File: src/rtl/mips_pc_sequencer.sv
// rtl/mips_pc_sequencer.sv - fetch PC register and ID-stage branch/jump redirect sequencer
// Optional feature macro: MIPS_PC_SEQUENCER_ALIGN_CHECK_EN (align_fault output, target word-aligned on load)
module mips_pc_sequencer #(
    parameter int                  PC_WIDTH     = 32,
    parameter logic [PC_WIDTH-1:0] RESET_VECTOR = 32'h0040_0000
) (
    input  logic                clock,
    input  logic                reset,
    input  logic [1:0]          control_action,
    input  logic [1:0]          control_condition,
    input  logic                id_valid,
    input  logic [PC_WIDTH-1:0] id_pc,
    input  logic [15:0]         id_imm16,
    input  logic [25:0]         id_index26,
    input  logic [PC_WIDTH-1:0] rs_value,
    input  logic [PC_WIDTH-1:0] rt_value,
    input  logic                stall,
    output logic [PC_WIDTH-1:0] pc,
    output logic                flush,
    output logic                taken
`ifdef MIPS_PC_SEQUENCER_ALIGN_CHECK_EN
    ,
    output logic                align_fault
`endif
);

    localparam logic [1:0] ACT_INC    = 2'd0;
    localparam logic [1:0] ACT_JUMP   = 2'd1;
    localparam logic [1:0] ACT_JUMPR  = 2'd2;
    localparam logic [1:0] ACT_BRANCH = 2'd3;
    localparam logic [1:0] COND_EQ    = 2'd1;
    localparam logic [1:0] COND_NE    = 2'd2;

    typedef enum logic {
        RUN     = 1'b0,
        PENDING = 1'b1
    } state_t;

    state_t              state, state_next;
    logic [PC_WIDTH-1:0] pending, pending_next;
    logic [PC_WIDTH-1:0] pc_next;
    logic [PC_WIDTH-1:0] id_pc_plus4;
    logic [PC_WIDTH-1:0] branch_target;
    logic [PC_WIDTH-1:0] jump_target;
    logic [PC_WIDTH-1:0] target;
    logic [PC_WIDTH-1:0] redirect_target;
    logic                cond_met;
    logic                decide;
    logic                redirect;

    always_comb begin
        id_pc_plus4   = id_pc + PC_WIDTH'(4);
        branch_target = id_pc_plus4 + {{(PC_WIDTH-18){id_imm16[15]}}, id_imm16, 2'b00};
        jump_target   = {id_pc_plus4[PC_WIDTH-1:28], id_index26, 2'b00};
        cond_met      = ((control_condition == COND_EQ) && (rs_value == rt_value)) ||
                        ((control_condition == COND_NE) && (rs_value != rt_value));
        target = branch_target;
        decide = 1'b0;
        case (control_action)
            ACT_JUMP:   begin target = jump_target; decide = 1'b1;     end
            ACT_JUMPR:  begin target = rs_value;    decide = 1'b1;     end
            ACT_BRANCH: begin target = branch_target; decide = cond_met; end
            ACT_INC:    begin target = branch_target; decide = 1'b0;   end
            default:    begin target = branch_target; decide = 1'b0;   end
        endcase
        taken = !reset && id_valid && (state == RUN) && decide;
    end

    // A pending redirect always wins over whatever ID shows in the releasing cycle.
    always_comb begin
        state_next      = state;
        pending_next    = pending;
        pc_next         = pc;
        redirect        = 1'b0;
        redirect_target = target;
        case (state)
            RUN: begin
                if (!stall) begin
                    if (taken) redirect = 1'b1;
                    else       pc_next  = pc + PC_WIDTH'(4);
                end else if (taken) begin
                    pending_next = target;
                    state_next   = PENDING;
                end
            end
            PENDING: begin
                if (!stall) begin
                    redirect        = 1'b1;
                    redirect_target = pending;
                    state_next      = RUN;
                end
            end
            default: state_next = RUN;
        endcase
`ifdef MIPS_PC_SEQUENCER_ALIGN_CHECK_EN
        if (redirect) pc_next = {redirect_target[PC_WIDTH-1:2], 2'b00};
`else
        if (redirect) pc_next = redirect_target;
`endif
        flush = redirect && !reset;
    end

    always_ff @(posedge clock or posedge reset) begin
        if (reset) begin
            state   <= RUN;
            pending <= '0;
            pc      <= RESET_VECTOR;
        end else begin
            state   <= state_next;
            pending <= pending_next;
            pc      <= pc_next;
        end
    end

`ifdef MIPS_PC_SEQUENCER_ALIGN_CHECK_EN
    always_ff @(posedge clock or posedge reset) begin
        if (reset)
            align_fault <= 1'b0;
        else if (redirect && (redirect_target[1:0] != 2'b00))
            align_fault <= 1'b1;
    end
`endif

endmodule

File: config.mk
export PLATFORM = sky130hd
export DESIGN_NAME = mips_pc_sequencer
export DESIGN_NICKNAME = d
export VERILOG_FILES = /design/src/rtl/mips_pc_sequencer.sv
export SDC_FILE = /design/constraint.sdc
export NUM_CORES = 1
export LEC_CHECK = 0
export ABC_AREA = 0
export CAP_MARGIN = 20
export CORE_UTILIZATION = 25
export DETAILED_ROUTE_END_ITERATION = 12
export PLACE_DENSITY = 0.57
export SYNTH_ARGS = -nofsm -noshare
export SYNTH_HDL_FRONTEND = slang
export SYNTH_SLANG_ARGS = --single-unit
File: constraint.sdc
create_clock -name clock -period 5.7 [get_ports clock]
set_clock_uncertainty 0.2 [all_clocks]
set_input_delay 0.57 -clock clock [delete_from_list [all_inputs] [get_ports clock]]
set_output_delay 0.57 -clock clock [all_outputs]
set_load 0.03 [all_outputs]
==> results.py, run 1 <==
metrics = {
    "synthesis": {
        "synth.area.top_cells": "dfrtp_1 24%, xnor2_1 9.2%, ha_1 7.8%",
        "synth_cells": 828,
        "netlist.area_leader.share_pct": 24.3,
        "ys_types": 74,
        "synth_area_per_cell_um2": 7.95,
        "syn-cell-area_mm2": 0.00659,
        "synth_edf_count": 0,
        "synth_top_area_cell": "dfrtp_1",
        "synth_nets": 1016,
        "ys_ff_latch": 65,
        "yosys_most_used_dff": "dfrtp_1",
        "ys_seq_area_share_pct": 24.7,
        "async_flop_share_pct": 100,
        "ys_warn_count": 0,
    },
    "outcome": {
        "status": "complete, no violations",
    },
    "placed_design": {
        "gp_congestion": 0.896,
        "dp.cells": 1318,
        "dp_hpwl_mm": 20.5,
        "place_ws_ns": 0.589,
        "portBuffers": 179,
    },
    "power_and_ir_drop": {
        "ir_worst_vdd_v": 0.000155,
        "power.density_mw_per_mm2": 269,
        "p_leak_nw": 3.50,
    },
    "drt": {
        "via_per_inst": 5.23,
        "drc": 0,
        "wl_met1_mm": 11.3,
        "wl_met3_mm": 1.69,
        "wl_met2_mm": 11.5,
        "drt_iter0_drc": 455,
        "ant_nets": 0,
        "wl_per_cell_um": 19.0,
        "firstDrtPassIters": 7,
        "dr.max_layer_used": "met5",
        "wl_mm": 25.3,
        "num_vias": 6972,
    },
    "setup_path": {
        "cp.buffers_inverters": 2,
        "startpoint_type": "primary input",
        "worstPathArrival_ns": 4.06,
        "crit_family": "simple AND/OR/NAND/NOR gates",
        "slowest_delay_ns": 0.71,
        "critPathSlowestCell": "clkdlybuf4s50_1",
        "rrSetupSlack_ns": 2.68,
        "worstPathMaxFanout": 3,
        "end_kind": "output pin",
        "path_class": "in2out",
        "regToRegEndpoint": "pc[8]$_DFFE_PP0P_",
        "rr_worst_depth": 6,
        "cpMostUsedCell": "clkdlybuf4s50_1",
        "crit_required_ns": 4.93,
        "r2r_start": "state$_DFF_PP0_",
        "worstPathCellList": "clkdlybuf4s50_1 -> xnor2_1 -> nand4_1 -> nor4_2 -> a41o_1 -> nor3_4 -> or2_2 -> nor2_1 -> clkdlybuf4s50_1",
        "crit_start": "rs_value[4]",
    },
    "sta": {
        "slew_headroom_pct": 29.4,
        "timing.final.hold_violations": 0,
        "setup_ws_ns": 0.875,
        "drv_slew": 0,
        "worst_slew_pin_slew_ns": 1.06,
        "rsz0062_at_grt": "false",
        "finalSetupTns_ns": 0,
        "fin_crit_sh_pct": 84.7,
        "setup_violations": 0,
        "min_period_ns": 4.83,
        "fmax_mhz": 207,
    },
    "global_route": {
        "grt_pass1_wl_mm": 38.5,
        "grt_pass1_vias": 6656,
        "track_usage_pct": 19.0,
        "antenna_found_initial": 1,
        "grt_max_degree": 66,
        "grt_overflow_total": 0,
    },
    "cts": {
        "cts_hold_buf": 0,
        "cts.sinks": 65,
        "post-cts-setup-buffers": 0,
        "insertion_delay_ns": 0.33,
        "cts_tree": "built",
        "clk_pin_slew_ns": 0.05,
        "clock-root-buffer": "clkbuf_16",
        "htree_levels": 3,
        "clock_tree.buffer_depth": 2,
        "numCtsBuffers": 9,
        "cts-resized-gates": 0,
    },
    "finish": {
        "n_antenna_cell": 0,
        "stdcell_count": 1334,
        "drive_above_1_share_pct": 5.91,
        "fillerInstances": 2715,
        "area_delta_synth_final_pct": 37.4,
        "final_nets": 1182,
    },
    "worst_hold_path": {
        "hold_path_class": "reg2reg",
        "hold_depth": 2,
        "min_to": "pending[28]$_DFFE_PP0P_",
        "min_from": "pending[28]$_DFFE_PP0P_",
    },
    "floorplanning": {
        "core_mm2": 0.0259,
        "ioPinCount": 180,
        "rows": 59,
        "chipHeight_um": 164,
        "die_x_um": 164,
        "dieArea_mm2": 0.0270,
        "initial_core_util_pct": 25.4,
    },
    "job": {
        "drv_cap": 0,
    },
}
-- cell usage after synthesis, types with 7 or more instances --
cell / n
nor3_1: 12
a21o_1: 14
o21a_1: 10
o22ai_1: 7
buf_2: 8
xnor2_1: 69
clkbuf_1: 25
a211oi_1: 11
a22oi_1: 13
xor2_1: 19
o21ai_0: 46
nor2_1: 80
a21oi_1: 62
nand3_1: 32
mux2_2: 16
a31oi_1: 12
nand4_1: 24
ha_1: 41
a221oi_1: 11
nand2b_1: 11
nor2b_1: 7
dfrtp_1: 64
nand2_1: 85
inv_1: 26
and3_1: 13
-- cell families after synthesis --
| family | after synthesis | synth area share [%] |
|---|---|---|
| AND/OR/NAND/NOR | 297 | 22.2 |
| XOR/XNOR | 88 | 11.7 |
| multiplexers | 23 | 3.82 |
| flip-flops | 65 | 24.7 |
| buffers and inverters | 62 | 3.80 |
| AO/OA/AOI/OAI | 251 | 25.7 |
| adder cells (fa/ha/maj) | 42 | 8.09 |
-- where the power goes --
group          internal (W)  switching, W  leakage, nW
Combinational      0.000498      0.000623         2.58
Clock              0.000374      0.000196        0.153
Sequential         0.000611      0.000136        0.776
-- metal layers --
| metal | global-route usage (%) | vias up |
|---|---|---|
| met3 | 3.03 | 42 |
| li1 | - | 3405 |
| met2 | 30.5 | 291 |
| met1 | 25.3 | 3232 |
| met5 | 0 | - |
| met4 | 7.41 | 2 |
-- sequential cells by signal (all words and copies together) (netlist names) --
| register | cells |
|---|---|
| pc | 32 |
| pending | 32 |
| state | 1 |
-- worst max-delay path by stage --
stage / endpoint / slack, ns / cells after the start
4_1_cts: flush / 0.84 / 9
6_report: flush / 0.87 / 9
3_3_place_gp: pc[31]$_DFFE_PP0P_ / 0.71 / 18
5_1_grt: pc[27]$_DFFE_PP0P_ / 0.61 / 17
3_5_place_dp: pc[31]$_DFFE_PP0P_ / 0.59 / 18
2_1_floorplan: flush / 1.57 / 7
-- cell type report --
type	instances	area, um2	area share [%]
Inverter	27	101	1.12
Clock inverter	2	35.0	0.387
Clock buffer	14	274	3.03
Timing Repair Buffer	190	1870	20.7
Sequential cell	65	1630	18.0
Tap cell	335	419	4.63
Multi-Input combinational cell	701	4710	52.1
-- cells in the final DEF (no fill, tap or decap), drive strengths merged, types with 6 or more instances in the layout --
cell and count:
a211oi 13, a21o 14, a21oi 64, a221oi 11, a22oi 13, a31oi 12
and2 6, and3 14, buf 11, clkbuf 14, clkdlybuf4s50 179, dfrtp 64
ha 41, inv 26, mux2 17, mux2i 6, nand2 85, nand2b 11
nand3 32, nand4 24, nor2 81, nor2b 7, nor3 14, nor4 9
o211ai 6, o21a 10, o21ai 52, o221ai 6, o22ai 7, xnor2 69
xor2 19
-- through the flow --
stage               utilization (%)  cell area [um2]  power (W)  hold slack (ns)
floorplan                         -             6590    0.00139            0.252
global placement               33.7             8740    0.00186            0.265
detailed placement             33.7             8740    0.00187            0.275
CTS                            34.9             9040    0.00245            0.288
global route                   34.9             9040    0.00259            0.311
finish                         34.9             9040    0.00244            0.294
-- tightest hold or removal path, stage by stage, from the launching register on --
cell and delay, ns:
dfrtp_1 0.35, nand2b_1 0.06, o31ai_1 0.05
(Power assumes the default switching activity.)
==> run 2, diff against run 1 <==
clock period = 4.96 ns   (was 5.7 ns; I/O delays follow)
==> run 2 against run 1 <==
  * Sequential power increased by 14%
  * Sequential cell count is the same
  * Total power up 13%
  * Core utilization rose by 0.40 points
  * Critical path type is now in2reg
==> results.py, run 2 (synthesized netlist as in run 1, its figures left out) <==
metrics = {
    "cts": {
        "insertion_delay_ns": 0.34,
        "clock_tree.buffer_depth": 2,
        "post-cts-setup-buffers": 0,
        "cts_tree": "built",
        "numCtsBuffers": 9,
        "htree_levels": 3,
        "cts_hold_buf": 0,
        "cts-resized-gates": 0,
        "cts.sinks": 65,
        "clock-root-buffer": "clkbuf_16",
        "clk_pin_slew_ns": 0.05,
    },
    "setup_path": {
        "crit_required_ns": 4.98,
        "cpMostUsedCell": "ha_1",
        "path_class": "in2reg",
        "regToRegEndpoint": "pc[30]$_DFFE_PP0P_",
        "rr_worst_depth": 10,
        "cp.buffers_inverters": 2,
        "worstPathCellList": "clkdlybuf4s50_1 -> ha_1 -> inv_1 -> nor2_1 -> and3_2 -> nand4_1 -> xnor2_1 -> ha_1 -> nand2_1 -> nor4_1 -> o21ai_0 -> and3_1 -> a21o_1 -> a311oi_2 -> mux2i_1 -> o21ai_1 -> a211o_1",
        "slowest_delay_ns": 0.53,
        "crit_family": "simple AND/OR/NAND/NOR gates",
        "end_kind": "flop",
        "critPathSlowestCell": "clkdlybuf4s50_1",
        "worstPathArrival_ns": 4.55,
        "worstPathMaxFanout": 6,
        "rrSetupSlack_ns": 2.26,
        "startpoint_type": "primary input",
        "r2r_start": "pc[2]$_DFFE_PP0P_",
    },
    "outcome": {
        "status": "complete, no violations",
    },
    "sta": {
        "rsz0062_at_grt": "false",
        "fmax_mhz": 221,
        "min_period_ns": 4.53,
        "fin_crit_sh_pct": 91.3,
        "finalSetupTns_ns": 0,
        "worst_slew_pin_slew_ns": 0.848,
        "setup_violations": 0,
        "slew_headroom_pct": 43.4,
        "timing.final.hold_violations": 0,
        "drv_slew": 0,
    },
    "floorplanning": {
        "rows": 59,
        "die_x_um": 164,
        "core_mm2": 0.0259,
        "dieArea_mm2": 0.0270,
        "initial_core_util_pct": 25.4,
        "ioPinCount": 180,
        "chipHeight_um": 164,
    },
    "drt": {
        "wl_mm": 24.9,
        "via_per_inst": 5.12,
        "firstDrtPassIters": 5,
        "ant_nets": 0,
        "drc": 0,
        "drt_iter0_drc": 501,
        "num_vias": 6918,
        "wl_per_cell_um": 18.4,
    },
    "worst_hold_path": {
        "min_from": "pending[26]$_DFFE_PP0P_",
        "hold_path_class": "reg2reg",
        "hold_depth": 1,
        "min_to": "pending[26]$_DFFE_PP0P_",
    },
    "placed_design": {
        "portBuffers": 179,
        "dp_hpwl_mm": 20.4,
        "dp.cells": 1336,
        "gp_congestion": 0.882,
    },
    "finish": {
        "final_nets": 1200,
        "final_cell_mix": "179 x clkdlybuf4s50_1, 85 x nand2_1, 80 x nor2_1, 69 x xnor2_1, 64 x dfrtp_1",
        "reg_top3": "pc x32, pending x32, state x1",
        "drive_above_1_share_pct": 7.67,
        "layout_commonest_cell": "clkdlybuf4s50_1",
        "n_antenna_cell": 0,
        "area_delta_synth_final_pct": 38.9,
        "stdcell_count": 1352,
    },
    "job": {
        "drv_cap": 0,
    },
    "power_and_ir_drop": {
        "ir_worst_vdd_v": 0.000153,
        "p_leak_nw": 3.58,
        "power.density_mw_per_mm2": 300,
    },
    "global_route": {
        "track_usage_pct": 18.6,
        "grt_pass1_wl_mm": 38.1,
        "grt_overflow_total": 0,
        "grt_max_degree": 66,
        "grt_pass1_vias": 6602,
        "antenna_found_initial": 1,
    },
}
==> run 2: changes by cell type in the layout (fill, tap and decap cells not counted) <==
cell       before  now
bufinv_16       1    0
clkinv_2        1    3
and3_1         13   12
buf_4          11   29
clkbuf_8        3    2
and3_2          0    1
==> run 2: worst register-to-register path, stage by stage (launching register included) <==
cell and delay, ns:
dfrtp_1 0.45, ha_1 0.23, nand3_1 0.16, nor2_1 0.34
nand3_1 0.18, nor2_1 0.14, nand2_1 0.11, or4_1 0.47
a21boi_0 0.19, a221oi_1 0.07, o21ai_0 0.10
==> run 2: routing by layer <==
metal	vias up	track usage (%)	share of wire (%)
li1	3433	-	-
met3	23	3.31	5.5
met5	-	0	0.052
met1	3256	25.0	46
met2	204	30.3	46
met4	2	5.01	1.8
==> run 2: layout make-up <==
cell class	count	area, um2
clock buffer	13	260
clock inverter	3	15.0
fill	2694	16800
inverter	27	101
multi-input combinational	701	4710
sequential	65	1630
tap	335	419
timing repair buffer	208	2010
==> run 2: worst max-delay path by stage <==
stage,slack [ns],cells past startpoint,start,end
after floorplan,0.98,7,reset,flush
after global placement,0.14,17,id_pc[2],pc[27]$_DFFE_PP0P_
after detailed placement,0.05,17,id_pc[2],pc[27]$_DFFE_PP0P_
after CTS,0.38,17,id_pc[2],pc[27]$_DFFE_PP0P_
after global routing,0.03,17,id_pc[2],pc[31]$_DFFE_PP0P_
final,0.43,17,id_pc[2],pc[31]$_DFFE_PP0P_
==> run 2: power by group <==
| part | internal [W] | switching (W) |
|---|---|---|
| clock network | 0.000363 | 0.000234 |
| registers | 0.000701 | 0.000152 |
| logic | 0.000584 | 0.000713 |
==> run 2: metrics by stage <==
| step | utilization, % | setup slack (ns) | hold WS (ns) | area (um2) | total power [W] |
|---|---|---|---|---|---|
| finish | 35.3 | 0.431 | 0.288 | 9150 | 0.00275 |
| global route | 35.3 | 0.0298 | 0.311 | 9150 | 0.00292 |
| CTS | 35.3 | 0.380 | 0.288 | 9150 | 0.00276 |
| detailed placement | 34.2 | 0.0499 | 0.276 | 8870 | 0.00215 |
| global placement | 34.2 | 0.135 | 0.265 | 8870 | 0.00214 |
| floorplan | - | 0.981 | 0.252 | 6590 | 0.00160 |
==> edit 1: new RTL, config.mk and constraints of run 1 <==
`pending` no longer has a reset.
--- a/src/rtl/mips_pc_sequencer.sv
+++ b/src/rtl/mips_pc_sequencer.sv
@@ -103,13 +103,15 @@
     always_ff @(posedge clock or posedge reset) begin
         if (reset) begin
             state   <= RUN;
-            pending <= '0;
             pc      <= RESET_VECTOR;
         end else begin
             state   <= state_next;
-            pending <= pending_next;
             pc      <= pc_next;
         end
+    end
+
+    always_ff @(posedge clock) begin
+        pending <= pending_next;
     end
 
 `ifdef MIPS_PC_SEQUENCER_ALIGN_CHECK_EN
Behaviour: no difference found for any inputs over 4 cycles, from zero or initial values and one cycle with reset high; that may be too few to reach the edited logic, so the function may still have changed.
==> edit 1 against run 1 <==
- sequential cell count stayed put
- non-clock buffer count stayed put
- synthesized cell count is 6.5% lower
- cell area is 1.9% lower
- wire length is 5.9% lower
- hold slack better by 23 ps
- sequential share of layout area is 2.2 points higher
- synthesized area is 1.8% lower
- cell count is 4.5% lower
- worst setup slack better by 190 ps
- power is 7.1% lower
- combinational power is 9% lower
- highest routed layer is now met4
==> edit 1: results (changes against run 1) <==
| Metric | Value |
|---|---|
| Status | finished clean |
| First DRT Iteration DRCs | 441 (-3.1%) |
| Slowest-stage cell, CP | clkdlybuf4s50_1 |
| Post-synthesis sequential area ratio | 27.6% (+2.9 points) |
| CP Data Arrival Time | 3870 ps (-190 ps) |
| Setup Fix Bufs, Post-CTS | 0 (unchanged) |
| Tightest Hold Check Type | reg2reg |
| Async S/R FF share, synth | 50.8% (-49 points) |
| Most used DFF post-synth | edfxtp_1 |
| Post-synth EDFFs | 32 (+32) |
| Hold slack | 317 ps (+23.0 ps) |
| Skew-Pair Late Insertion Delay | 330 ps (about the same) |
| Cts repair resizes | 0 (unchanged) |
| Via density | 5.10 (-2.5%) |
| Vias in the first global route | 6,293 (-5.5%) |
| Ant diodes | 0 (unchanged) |
| Fraction of layout cells with a size suffix above 1 | 4.98% (-0.93 points) |
| Critical path peak fanout | 7 (+4) |
| VDD IR max | 145 uV (-6.7%) |
| Largest regs | pc: 32 flops, pending: 32 flops, state: 1 flops |
| Clock H-tree levels | 3 (unchanged) |
| Worst-path clk slew | 60 ps |
| Reg2Reg Setup Slack | 2700 ps (+20 ps) |
| GPL Wtd Cong | 0.928 (+3.6%) |
| Clock Path Buffers | 2 (unchanged) |
| Post-Syn Nets | 962 (-5.3%) |
| Ranking of synthesized cells by area | edfxtp_1, dfrtp_1, ha_1 |
| Port Buf Inserts | 179 (unchanged) |
| HPWL Detailed | 19.6 mm (-4.4%) |
| Final #Nets | 1,127 (-4.7%) |
| Num CTS Buffers | 9 (unchanged) |
| Largest net degree at the start of global routing | 57 (-14%) |
| First-pass DRT Iterations | 5 (-2) |
| Syn. warnings | 0 (unchanged) |
| First-pass GRT wire length | 36.8 mm (-4.6%) |
| Clock root cell | clkbuf_16 |
| Total GRT Usage | 18.2% (-0.85 points) |
| LEAKAGE | 3.44 nW (-1.7%) |
| Post-synth top cells | nand2_1, a21oi_1, nor2_1, xor2_1, ha_1 |
| Routed len/inst | 18.7 um (-1.5%) |
| CP delay by family, top | simple AND/OR/NAND/NOR gates |
| Unique cell type count in the Yosys netlist | 78 (+5.4%) |
| Slew HR | 43.2% (+14 points) |
| Antenna violations before repair | 0 (-1) |
| Worst path max stage delay | 680 ps (-30 ps) |
==> edit 1: layout make-up <==
| class | instances | area [um2] |
|---|---|---|
| Tap cell | 330 | 413 |
| Clock inverter | 4 | 23.8 |
| Sequential cell | 65 | 1790 |
| Fill cell | 2665 | 16400 |
| Clock buffer | 12 | 278 |
| Timing Repair Buffer | 190 | 1870 |
| Inverter | 25 | 93.8 |
| Multi-Input combinational cell | 648 | 4400 |
==> edit 1: logic make-up (layout without fill, tap and decap cells) <==
| logic type | count (synthesis) | count (layout) | share of synthesized area [%] |
|---|---|---|---|
| compound gates | 242 | 242 | 25.2 |
| xor+xnor | 82 | 82 | 11.1 |
| fa+ha+maj | 42 | 42 | 8.24 |
| buf+inv | 61 | 231 | 4.26 |
| flops | 65 | 65 | 27.6 |
| mux | 12 | 12 | 1.90 |
| simple gates | 270 | 270 | 21.6 |
==> edit 1: power breakdown <==
part / internal (W) / switching (W)
Combinational: 0.000455 / 0.000564
Clock: 0.000342 / 0.000205
Sequential: 0.000586 / 0.000112
Total: 0.00138 / 0.000881
==> edit 1: per-stage QoR <==
stage,cells,area [um2],setup WS [ps]
6_report,1274,8870,1060
4_1_cts,1274,8870,1080
3_5_place_dp,1258,8570,753
2_1_floorplan,774,6470,1850
3_3_place_gp,1258,8570,791
5_1_grt,1274,8870,653
==> edit 1: final timing paths <==
path	startpoint	endpoint	cells after the start
worst max-delay path	rs_value[24]	flush	11
worst min-delay path	pending[22]	pc[22]	2
worst max register to register	pc[2]	pc[28]	10
worst min register to register	pending[22]	pc[22]	2
max in group asynchronous	reset	pc[22]	3
min in group asynchronous	reset	pc[0]	3
==> edit 1: worst reg2reg max path: stages (launching register included) <==
cell	delay, ps
dfrtp_1	460
ha_1	250
and3_1	200
nand3_1	120
nor3_2	350
and3_1	290
and4_1	260
nand2_1	100
a21o_1	190
a221oi_1	290
o41ai_1	130
==> edit 1: per-layer routing <==
layer,wire (um),share of wire (%),track usage (%),up-vias
met4,495,2.1,5.69,0
met5,0,0,0,-
met2,10900,46,28.9,219
met3,1170,4.9,2.32,21
li1,-,-,-,3223
met1,11300,47,25.3,3032
==> edit 2: new RTL, flow settings as in run 1 <==
Without the edit above. Build with the macro `MIPS_PC_SEQUENCER_ALIGN_CHECK_EN` defined.
--- a/src/rtl/mips_pc_sequencer.sv
+++ b/src/rtl/mips_pc_sequencer.sv
@@ -1,5 +1,7 @@
 // rtl/mips_pc_sequencer.sv - fetch PC register and ID-stage branch/jump redirect sequencer
 // Optional feature macro: MIPS_PC_SEQUENCER_ALIGN_CHECK_EN (align_fault output, target word-aligned on load)
+`define MIPS_PC_SEQUENCER_ALIGN_CHECK_EN
+
 module mips_pc_sequencer #(
     parameter int                  PC_WIDTH     = 32,
     parameter logic [PC_WIDTH-1:0] RESET_VECTOR = 32'h0040_0000
Check against the original RTL (old outputs only; new: align_fault): not equivalent (a bounded check fails within 4 cycles, from zero or initial values and one cycle with reset high).
==> edit 2 against run 1 <==
- maximum frequency rose by 1.7%
- global-route usage rose by 0.12 points
- power shrank 3.9%
- sequential cell count down 1
- critical path depth up 7
- sequential share of layout area is 0.16 points lower
- synthesized area is 0.59% higher
- worst setup slack better by 83 ps
- cell area fell by 0.66%
- first-iteration DRC count increased by 20%
- utilization decreased by 0.43 points
- wire length is 1.2% higher
- critical path type is now in2reg
- critical endpoint is now pending[25]
- largest cell class unchanged
==> edit 2: results (changes against run 1) <==
| Metric | Value |
|---|---|
| First-pass GRT wire length | 39.0 mm (+1.2%) |
| XOR/XNOR Fraction of Synth Area | 12.4% (+0.72 points) |
| Vias | 6,914 (-0.83%) |
| Reg2reg end | pc[30] |
| Critical path peak fanout | 5 (+2) |
| Vias in the first global route | 6,708 (+0.78%) |
| Hold Crit Endpoint | pending[10] |
| Seq pwr share | 31.5% (+0.9 points) |
| Status | finished clean |
| Max Used Layer | met4 |
| Met3 wire len | 1.42 mm (-16%) |
| Clk power | 0.000514 W (-9.8%) |
| Reg2Reg Setup Slack | 2580 ps (-100 ps) |
| CP Data Arrival Time | 4740 ps (+680 ps) |
| Largest net degree at the start of global routing | 65 (-1.5%) |
| Post-synthesis mux area share | 3.02% (-0.80 points) |
| Unique cell type count in the Yosys netlist | 77 (+4.1%) |
| Post-Synth Adder-Cell Area | 8.05% (-0.047 points) |
| First-pass DRT Iterations | 6 (-1) |
| Final #Nets | 1,193 (+0.93%) |
| GPL Wtd Cong | 0.908 (+1.3%) |
| First DRT Iteration DRCs | 547 (+20%) |
| Worst Setup SP | id_pc[2] |
| FF-to-FF Start | pc[2] |
| Metal-1 WL | 11.7 mm (+3.2%) |
| Fraction of layout cells with a size suffix above 1 | 5.75% (-0.16 points) |
| Antenna violations before repair | 0 (-1) |
| Compound-Gate Fraction of Synth Area | 24.3% (-1.4 points) |
| LEAKAGE | 3.63 nW (+3.6%) |
| Syn Area/Cell | 7.85 um2 (-1.3%) |
| Port Buf Inserts | 178 (-0.56%) |
| VDD IR max | 181 uV (+17%) |
| Number of instances in the placed design | 1,329 (+0.83%) |
| Ranking of synthesized cells by area | dfrtp_1, ha_1, xnor2_1 |
[edit 2: cell types whose count changed in the layout (fill, tap and decap cells not counted), sizes merged, moves of 7 or more]
cell	change
xor2	+28
xnor2	-22
nand2	+24
mux2	-9
or2	+7
inv	+7
nor2	-24
a211oi	-8
[edit 2: routing by layer]
layer	track usage (%)	vias up
li1	-	3386
met1	26.0	3255
met2	30.1	235
met3	3.16	38
met4	7.34	0
met5	0	-
[edit 2: logic make-up after synthesis]
| family | after synthesis |
|---|---|
| mux | 19 |
| simple gates | 312 |
| flops | 64 |
| other cells | 1 |
| buf+inv | 75 |
| xor+xnor | 94 |
| compound gates | 237 |
| fa+ha+maj | 42 |
[edit 2: stage by stage]
step	setup slack [ps]	power, W	utilization (%)	hold slack [ps]
after CTS	989	0.00235	34.5	275
after floorplan	1850	0.00136	-	244
after detailed placement	651	0.00183	33.4	261
after global placement	651	0.00183	33.4	258
final	957	0.00234	34.5	273
after global routing	614	0.00249	34.5	289
[edit 2: area by class of cell]
type                    count  area [um2]
clock buffers              12         256
clock inverters             3        17.5
fillers                  2735       17100
inverters                  35         136
multi-input cells         706        4690
flip-flops and latches     64        1600
well taps                 335         419
repair buffers            189        1860
[edit 2: worst max-delay path, stage by stage]
cell             delay [ps]
clkdlybuf4s50_1         550
ha_1                    250
nand3_1                 170
nor3_1                  480
nand3_1                 170
xnor2_1                 170
ha_1                    360
a21oi_1                 250
o21ai_0                 140
a21o_1                  190
a2111oi_0               580
o21a_1                  210
a221oi_1                 50
xor2_1                  210
a221oi_2                290
a21oi_1                 100
